$ cat config.mk
export PLATFORM = sky130hd
export DESIGN_NAME = matmul_controller
export DESIGN_NICKNAME = d
export VERILOG_FILES = /design/src/rtl/matmul_controller.sv
export SDC_FILE = /design/constraint.sdc
export NUM_CORES = 1
export LEC_CHECK = 0
export ABC_AREA = 1
export CAP_MARGIN = 20
export CORE_MARGIN = 4
export CORE_UTILIZATION = 35
export CTS_BUF_LIST = sky130_fd_sc_hd__clkbuf_8
export DETAILED_ROUTE_END_ITERATION = 8
export GPL_ROUTABILITY_DRIVEN = 0
export HOLD_SLACK_MARGIN = 0.03
export PLACE_DENSITY = 0.66
export SLEW_MARGIN = 20
export SYNTH_ARGS = -nofsm -noshare
export SYNTH_HDL_FRONTEND = slang
export SYNTH_SLANG_ARGS = --single-unit
$ cat constraint.sdc
create_clock -name clk -period 3.63 [get_ports clk]
set_input_delay 1.089 -clock clk [delete_from_list [all_inputs] [get_ports clk]]
set_output_delay 1.089 -clock clk [all_outputs]
set_load 0.01 [all_outputs]
$ cat src/rtl/matmul_controller.sv
// Sequencing FSM for the matrix-multiply datapath: loads A into mat1, B into mat2, then builds C in mat3.
// Latency: M*N + N*M accepted beats to load, then N+2 cycles per C element (M*M*(N+2) compute cycles).
// Backpressure: in_ready is high only in the load states; a beat is consumed on each in_valid cycle there.
module matmul_controller #(
    parameter int M      = 8,
    parameter int N      = 8,
    parameter int ADDR_W = 16
) (
    input  logic              clk,
    input  logic              rst,
    input  logic              start,
    input  logic              in_valid,
    output logic              in_ready,
    output logic              m1EN,
    output logic              m1rEN,
    output logic              m1wEN,
    output logic              m2EN,
    output logic              m2rEN,
    output logic              m2wEN,
    output logic              m3EN,
    output logic              m3rEN,
    output logic              m3wEN,
    output logic              mult_ld,
    output logic              mult_rst,
    output logic [ADDR_W-1:0] addr1,
    output logic [ADDR_W-1:0] addr2,
    output logic [ADDR_W-1:0] addr3,
    output logic [1:0]        shift_cnt,
    output logic              busy,
    output logic              done
);

    localparam int IDX_W = (M * N > 1) ? $clog2(M * N) : 1;
    localparam int I_W   = (M > 1) ? $clog2(M) : 1;
    localparam int K_W   = (N > 1) ? $clog2(N) : 1;

    localparam logic [IDX_W-1:0]  IDX_LAST = IDX_W'(M * N - 1);
    localparam logic [I_W-1:0]    I_LAST   = I_W'(M - 1);
    localparam logic [K_W-1:0]    K_LAST   = K_W'(N - 1);
    localparam logic [ADDR_W-1:0] M_A      = ADDR_W'(M);
    localparam logic [ADDR_W-1:0] N_A      = ADDR_W'(N);

    typedef enum logic [2:0] {
        S_IDLE,
        S_LOAD_A,
        S_LOAD_B,
        S_MAC,
        S_DRAIN,
        S_WRITE,
        S_DONE
    } state_t;

    state_t           state_q, state_d;
    logic [IDX_W-1:0] idx_q, idx_d;
    logic [I_W-1:0]   i_q, i_d;
    logic [I_W-1:0]   j_q, j_d;
    logic [K_W-1:0]   k_q, k_d;

    assign shift_cnt = 2'b00;

    always_ff @(posedge clk) begin
        if (rst) begin
            state_q <= S_IDLE;
            idx_q   <= '0;
            i_q     <= '0;
            j_q     <= '0;
            k_q     <= '0;
        end else begin
            state_q <= state_d;
            idx_q   <= idx_d;
            i_q     <= i_d;
            j_q     <= j_d;
            k_q     <= k_d;
        end
    end

    always_comb begin
        state_d  = state_q;
        idx_d    = idx_q;
        i_d      = i_q;
        j_d      = j_q;
        k_d      = k_q;
        in_ready = 1'b0;
        m1EN     = 1'b0;
        m1rEN    = 1'b0;
        m1wEN    = 1'b0;
        m2EN     = 1'b0;
        m2rEN    = 1'b0;
        m2wEN    = 1'b0;
        m3EN     = 1'b0;
        m3rEN    = 1'b0;
        m3wEN    = 1'b0;
        mult_ld  = 1'b0;
        mult_rst = 1'b0;
        addr1    = '0;
        addr2    = '0;
        addr3    = '0;
        done     = 1'b0;
        busy     = (state_q != S_IDLE);

        unique case (state_q)
            S_IDLE: begin
                if (start) begin
                    state_d = S_LOAD_A;
                    idx_d   = '0;
                    i_d     = '0;
                    j_d     = '0;
                    k_d     = '0;
                end
            end

            // Write strobes and address only appear on accepted beats; bubbles leave mat1 idle.
            S_LOAD_A: begin
                in_ready = 1'b1;
                if (in_valid) begin
                    m1EN  = 1'b1;
                    m1wEN = 1'b1;
                    addr1 = ADDR_W'(idx_q);
                    if (idx_q == IDX_LAST) begin
                        state_d = S_LOAD_B;
                        idx_d   = '0;
                    end else begin
                        idx_d = idx_q + IDX_W'(1);
                    end
                end
            end

            S_LOAD_B: begin
                in_ready = 1'b1;
                if (in_valid) begin
                    m2EN  = 1'b1;
                    m2wEN = 1'b1;
                    addr2 = ADDR_W'(idx_q);
                    if (idx_q == IDX_LAST) begin
                        state_d = S_MAC;
                        idx_d   = '0;
                        i_d     = '0;
                        j_d     = '0;
                        k_d     = '0;
                    end else begin
                        idx_d = idx_q + IDX_W'(1);
                    end
                end
            end

            // Read A[i][k] and B[k][j]; the product of the previous read is accumulated this cycle.
            S_MAC: begin
                m1EN     = 1'b1;
                m1rEN    = 1'b1;
                m2EN     = 1'b1;
                m2rEN    = 1'b1;
                addr1    = ADDR_W'(i_q) * N_A + ADDR_W'(k_q);
                addr2    = ADDR_W'(k_q) * M_A + ADDR_W'(j_q);
                mult_rst = (k_q == '0);
                mult_ld  = (k_q != '0);
                if (k_q == K_LAST) begin
                    state_d = S_DRAIN;
                    k_d     = '0;
                end else begin
                    k_d = k_q + K_W'(1);
                end
            end

            S_DRAIN: begin
                mult_ld = 1'b1;
                state_d = S_WRITE;
            end

            S_WRITE: begin
                m3EN  = 1'b1;
                m3wEN = 1'b1;
                addr3 = ADDR_W'(i_q) * M_A + ADDR_W'(j_q);
                if (j_q == I_LAST) begin
                    j_d = '0;
                    if (i_q == I_LAST) begin
                        i_d     = '0;
                        state_d = S_DONE;
                    end else begin
                        i_d     = i_q + I_W'(1);
                        state_d = S_MAC;
                    end
                end else begin
                    j_d     = j_q + I_W'(1);
                    state_d = S_MAC;
                end
            end

            S_DONE: begin
                done    = 1'b1;
                state_d = S_IDLE;
            end

            default: begin
                state_d = S_IDLE;
            end
        endcase
    end

endmodule
# Yosys cells after proc, flatten, opt, wreduce, memory -nomap -nowiden
# Cells that the tools add are included.
# op_classes
addsub	7
n_eq_ne	18
n_mux	38
reduce_logical	13
# ops
cell	count
3-bit 2-to-1 mux	15
7-bit case mux with 2 select lines	2
3-bit case mux with 3 select lines	3
6-bit 2-to-1 mux	4
6-bit by 3-bit adder with 7-bit output	3
3-bit equality test (second input constant)	6
3-bit case mux with 6 select lines	1
2-bit inequality test (second input constant)	7
6-bit case mux with 2 select lines	1
3-bit nonzero test	4
3-bit by 1-bit adder with 3-bit output (second input constant)	3
1-bit 2-to-1 mux	8
4-bit AND reduction	2
7-bit 2-to-1 mux	1
6-bit by 1-bit adder with 6-bit output (second input constant)	1
3-bit by 2-bit equality test with 1-bit output (second input constant)	2
6-bit equality test (second input constant)	1
3-bit zero test	2
1-bit case mux with 2 select lines	3
6-bit AND reduction	1
5-bit AND reduction	1
3-bit by 1-bit equality test with 1-bit output (second input constant)	1
3-bit AND reduction	1
2-bit by 1-bit inequality test with 1-bit output (second input constant)	1
2 further kinds	2
# word_totals
reg_bits	18
output_inout_bits	64
word_cells	81

# Depth between registers and ports, before layout
# logic_depth
depth_word	4
mapped_depth	10
mapped_depth_nobuf	10

# Least setup slack after synthesis
# Ideal clock, no wire load.
# synth_path
path_kind	input to output
startpoint	in in_valid
endpoint	out addr2[0]
arrival_ns	1.743
slack_ns	0.798
stages	4
n_path_buf	0
path_cell_list	inv_1 > nor2_1 > inv_1 > o22ai_1
# synth_via
elab_chain_len	2
# synth_rtl
element	line	text
start, declared	12	input logic in_valid,
6-bit 2-to-1 mux	130	if (in_valid) begin
7-bit case mux with 2 select lines	101	unique case (state_q)
end, declared	26	output logic [ADDR_W-1:0] addr2,
# No other way between the ends.

# Worst setup path after layout
# layout_path
startpoint	in in_valid
endpoint	out m2wEN
# layout_via
elab_chain_len	2
# layout_rtl
element	line	text
1-bit 2-to-1 mux	130	
1-bit 2-to-1 mux	101	
end, declared	19	output logic m2wEN,
# No other way between the ends.

==> reports/metrics.cfg <==
[run_status]
status = completed

[sta]
setup-violations-final = 0
min_period_ns = 3.552
relSlewSlack_pct = 66.10
layout_setup_ws_ns = 0.07769
tightestPinTransition_ns = 0.5078
tns_ns = 0
finalHoldViolations = 0
fmax_mhz = 281.5
maxSlewViolCount = 0
grt_setup_unrepaired = false
period_share_pct = 97.86
clock_skew_ns = 0.007002

[route]
post-route-drc-count = 0
first_iter_violations = 90
num_vias = 1643
wl_per_cell_um = 11.70
postRouteAntennaNets = 0
drt_pass1_iterations = 4
via_per_inst = 4.453
wl_mm = 4.316

[cells_and_area]
n_antenna_cell = 0
regArea_um2 = 360.3
fillers = 527
fin_cells = 369
post-route-cell-area_um2 = 2079
multi_input_area_um2 = 1059
area_growth_pct = 19.40
drive_gt1_share_pct = 12.91
nets = 315

[grt]
antenna_found_initial = 0
grt_pass1_wl_mm = 7.141
grt-ovfl-total = 0
grt_pass1_vias = 1525
grt_usage_pct = 14.31
grt_max_degree = 16

[clocking]
clk_latency_ns = 0.26
root_buffer = clkbuf_8
cts_max_level = 1
numClockSinks = 18
clock_path_buffers = 2
ctsHoldBuffers = 0
cts_buffers = 3
path_clk_slew_ns = 0.07
post-cts-setup-buffer-count = 0
tritoncts = built

[setup_path]
timing.critical_path.slowest_cell_delay_ns = 0.54
crit_type = in2out
arrival_ns = 2.46
worst-path-max-fanout = 5
slowest_stage = clkdlybuf4s50_1
r2r_cells = 9
cpMostUsedCell = clkdlybuf4s50_1
start_kind = primary input
worstPathRequired_ns = 2.54
cp-end-kind = output port
worstPathCellList = clkdlybuf4s50_1 > inv_2 > nor2_2 > buf_4 > clkdlybuf4s50_1

[yosys]
yosysUniqueCellTypes = 30
synth-seq-cells = 18
yosysSeqAreaShare_pct = 20.69
synth_cells = 265
netlist_area_um2 = 1742
synthFlopType = dfxtp_1
yosysWarnings = 0
async_flop_share_pct = 0
syn_area_per_cell_um2 = 6.572
synth_edf_count = 0

[min_path]
hold_depth = 2
hold_path.class = reg2reg

[placed_design]
placed_cell_area_um2 = 2037
place_ws_ns = -0.1182
dp.cells = 365
port_buffers = 34
dp_hpwl_mm = 3.536

[pwr]
p_leak_nw = 1.003
p_per_area_nw_per_um2 = 568.4
vdd_drop_max_mv = 0.2385

[die]
core_area_um2 = 4786
initial_core_util_pct = 36.39
dieWidth_um = 78.54
rows = 25
die_h_um = 78.54
pin_count = 68
dieArea_um2 = 6169

[run]
maxCapViolCount = 0

## critical path, delay by kind of cell
kind | cells | cell delay, ns
simple gates | 1 | 0.12
buf+inv | 4 | 1.25
## cell usage in the layout, fill, tap and decap left out, drive strengths merged, types with 4 or more instances in the layout
cell type      synthesis  layout
ha                     8       8
clkbuf                 0       4
buf                   39       6
o21ai                  5       5
conb                   1      33
inv                   38      38
clkdlybuf4s50          0      20
nor2                  41      41
dfxtp                 18      18
nand4                  7       7
a21oi                 12      12
o22ai                 11      11
nand3                 10      10
nand2                 68      68
dlygate4sd2            0      14
## synth_stat cells (3+ instances only)
library cell	n	area [um^2]
inv_1	31	116.4
nand3_4	3	52.55
nor2_2	3	18.77
nand3_1	7	35.03
o22ai_1	11	68.82
inv_2	4	15.01
ha_1	8	100.1
nand2_2	5	31.28
nor3_1	3	15.01
dfxtp_1	18	360.4
nand2_1	60	225.2
buf_4	35	262.8
a21oi_1	11	55.05
nor2_1	36	135.1
nand4_1	7	43.79
o21ai_0	4	20.02
inv_4	3	18.77
## timing repair
| item | 4_1_cts | 5_1_grt |
|---|---|---|
| hold endpoints to repair | 0 | 0 |
| resized for setup | 14 | 3 |
| pin swaps | 0 | 0 |
| setup endpoints to repair | 14 | 2 |
## area by class of cell
type | count | area share [%]
clock buffer | 4 | 2.647
inverter | 39 | 7.401
multi-input combinational | 201 | 50.90
sequential | 18 | 17.33
tap | 67 | 4.031
timing repair buffer | 40 | 17.69
## where the power goes
part	internal [mW]	total (mW)	switching [mW]
sequential	0.250	0.296	0.0465
combinational	0.256	0.717	0.461
clock	0.0964	0.168	0.0719
total	0.603	1.18	0.579
## sequential cells by signal, indices dropped and copies added (netlist names)
signal,count
idx_q,6
state_q,3
j_q,3
k_q,3
i_q,3
## logic make-up after synthesis
group,count (synthesis),share of synthesized area (%)
simple gates,130,37.36
buf+inv,78,25.72
compound gates,30,10.27
flops,18,20.69
fa+ha+maj,8,5.747
other cells,1,0.2153
## per-layer routing
metal | track usage [%] | vias to the layer above | part of all wire [%]
met2 | 23.01 | 61 | 46
met4 | 6.119 | 0 | 2.2
met5 | 0 | - | 0
li1 | - | 847 | -
met3 | 1.950 | 10 | 6.8
met1 | 18.99 | 725 | 45
## metrics by stage
| step | utilization, % | power [mW] | hold slack, ns |
|---|---|---|---|
| 3_5_place_dp | 42.56 | 1.017 | 0.4823 |
| 6_report | 43.45 | 1.182 | 0.4881 |
| 5_1_grt | 43.45 | 1.296 | 0.5104 |
| 3_3_place_gp | 42.56 | 1.013 | 0.4696 |
| 4_1_cts | 43.35 | 1.185 | 0.4925 |
| 2_1_floorplan | - | 0.8536 | 0.4558 |
## final timing paths
check        startpoint  endpoint  slack [ns]
max            in_valid     m2wEN        0.08
min              j_q[1]    j_q[1]        0.49
max reg2reg  state_q[2]    k_q[2]        1.93
min reg2reg      j_q[1]    j_q[1]        0.49
(Power assumes the default switching activity.)
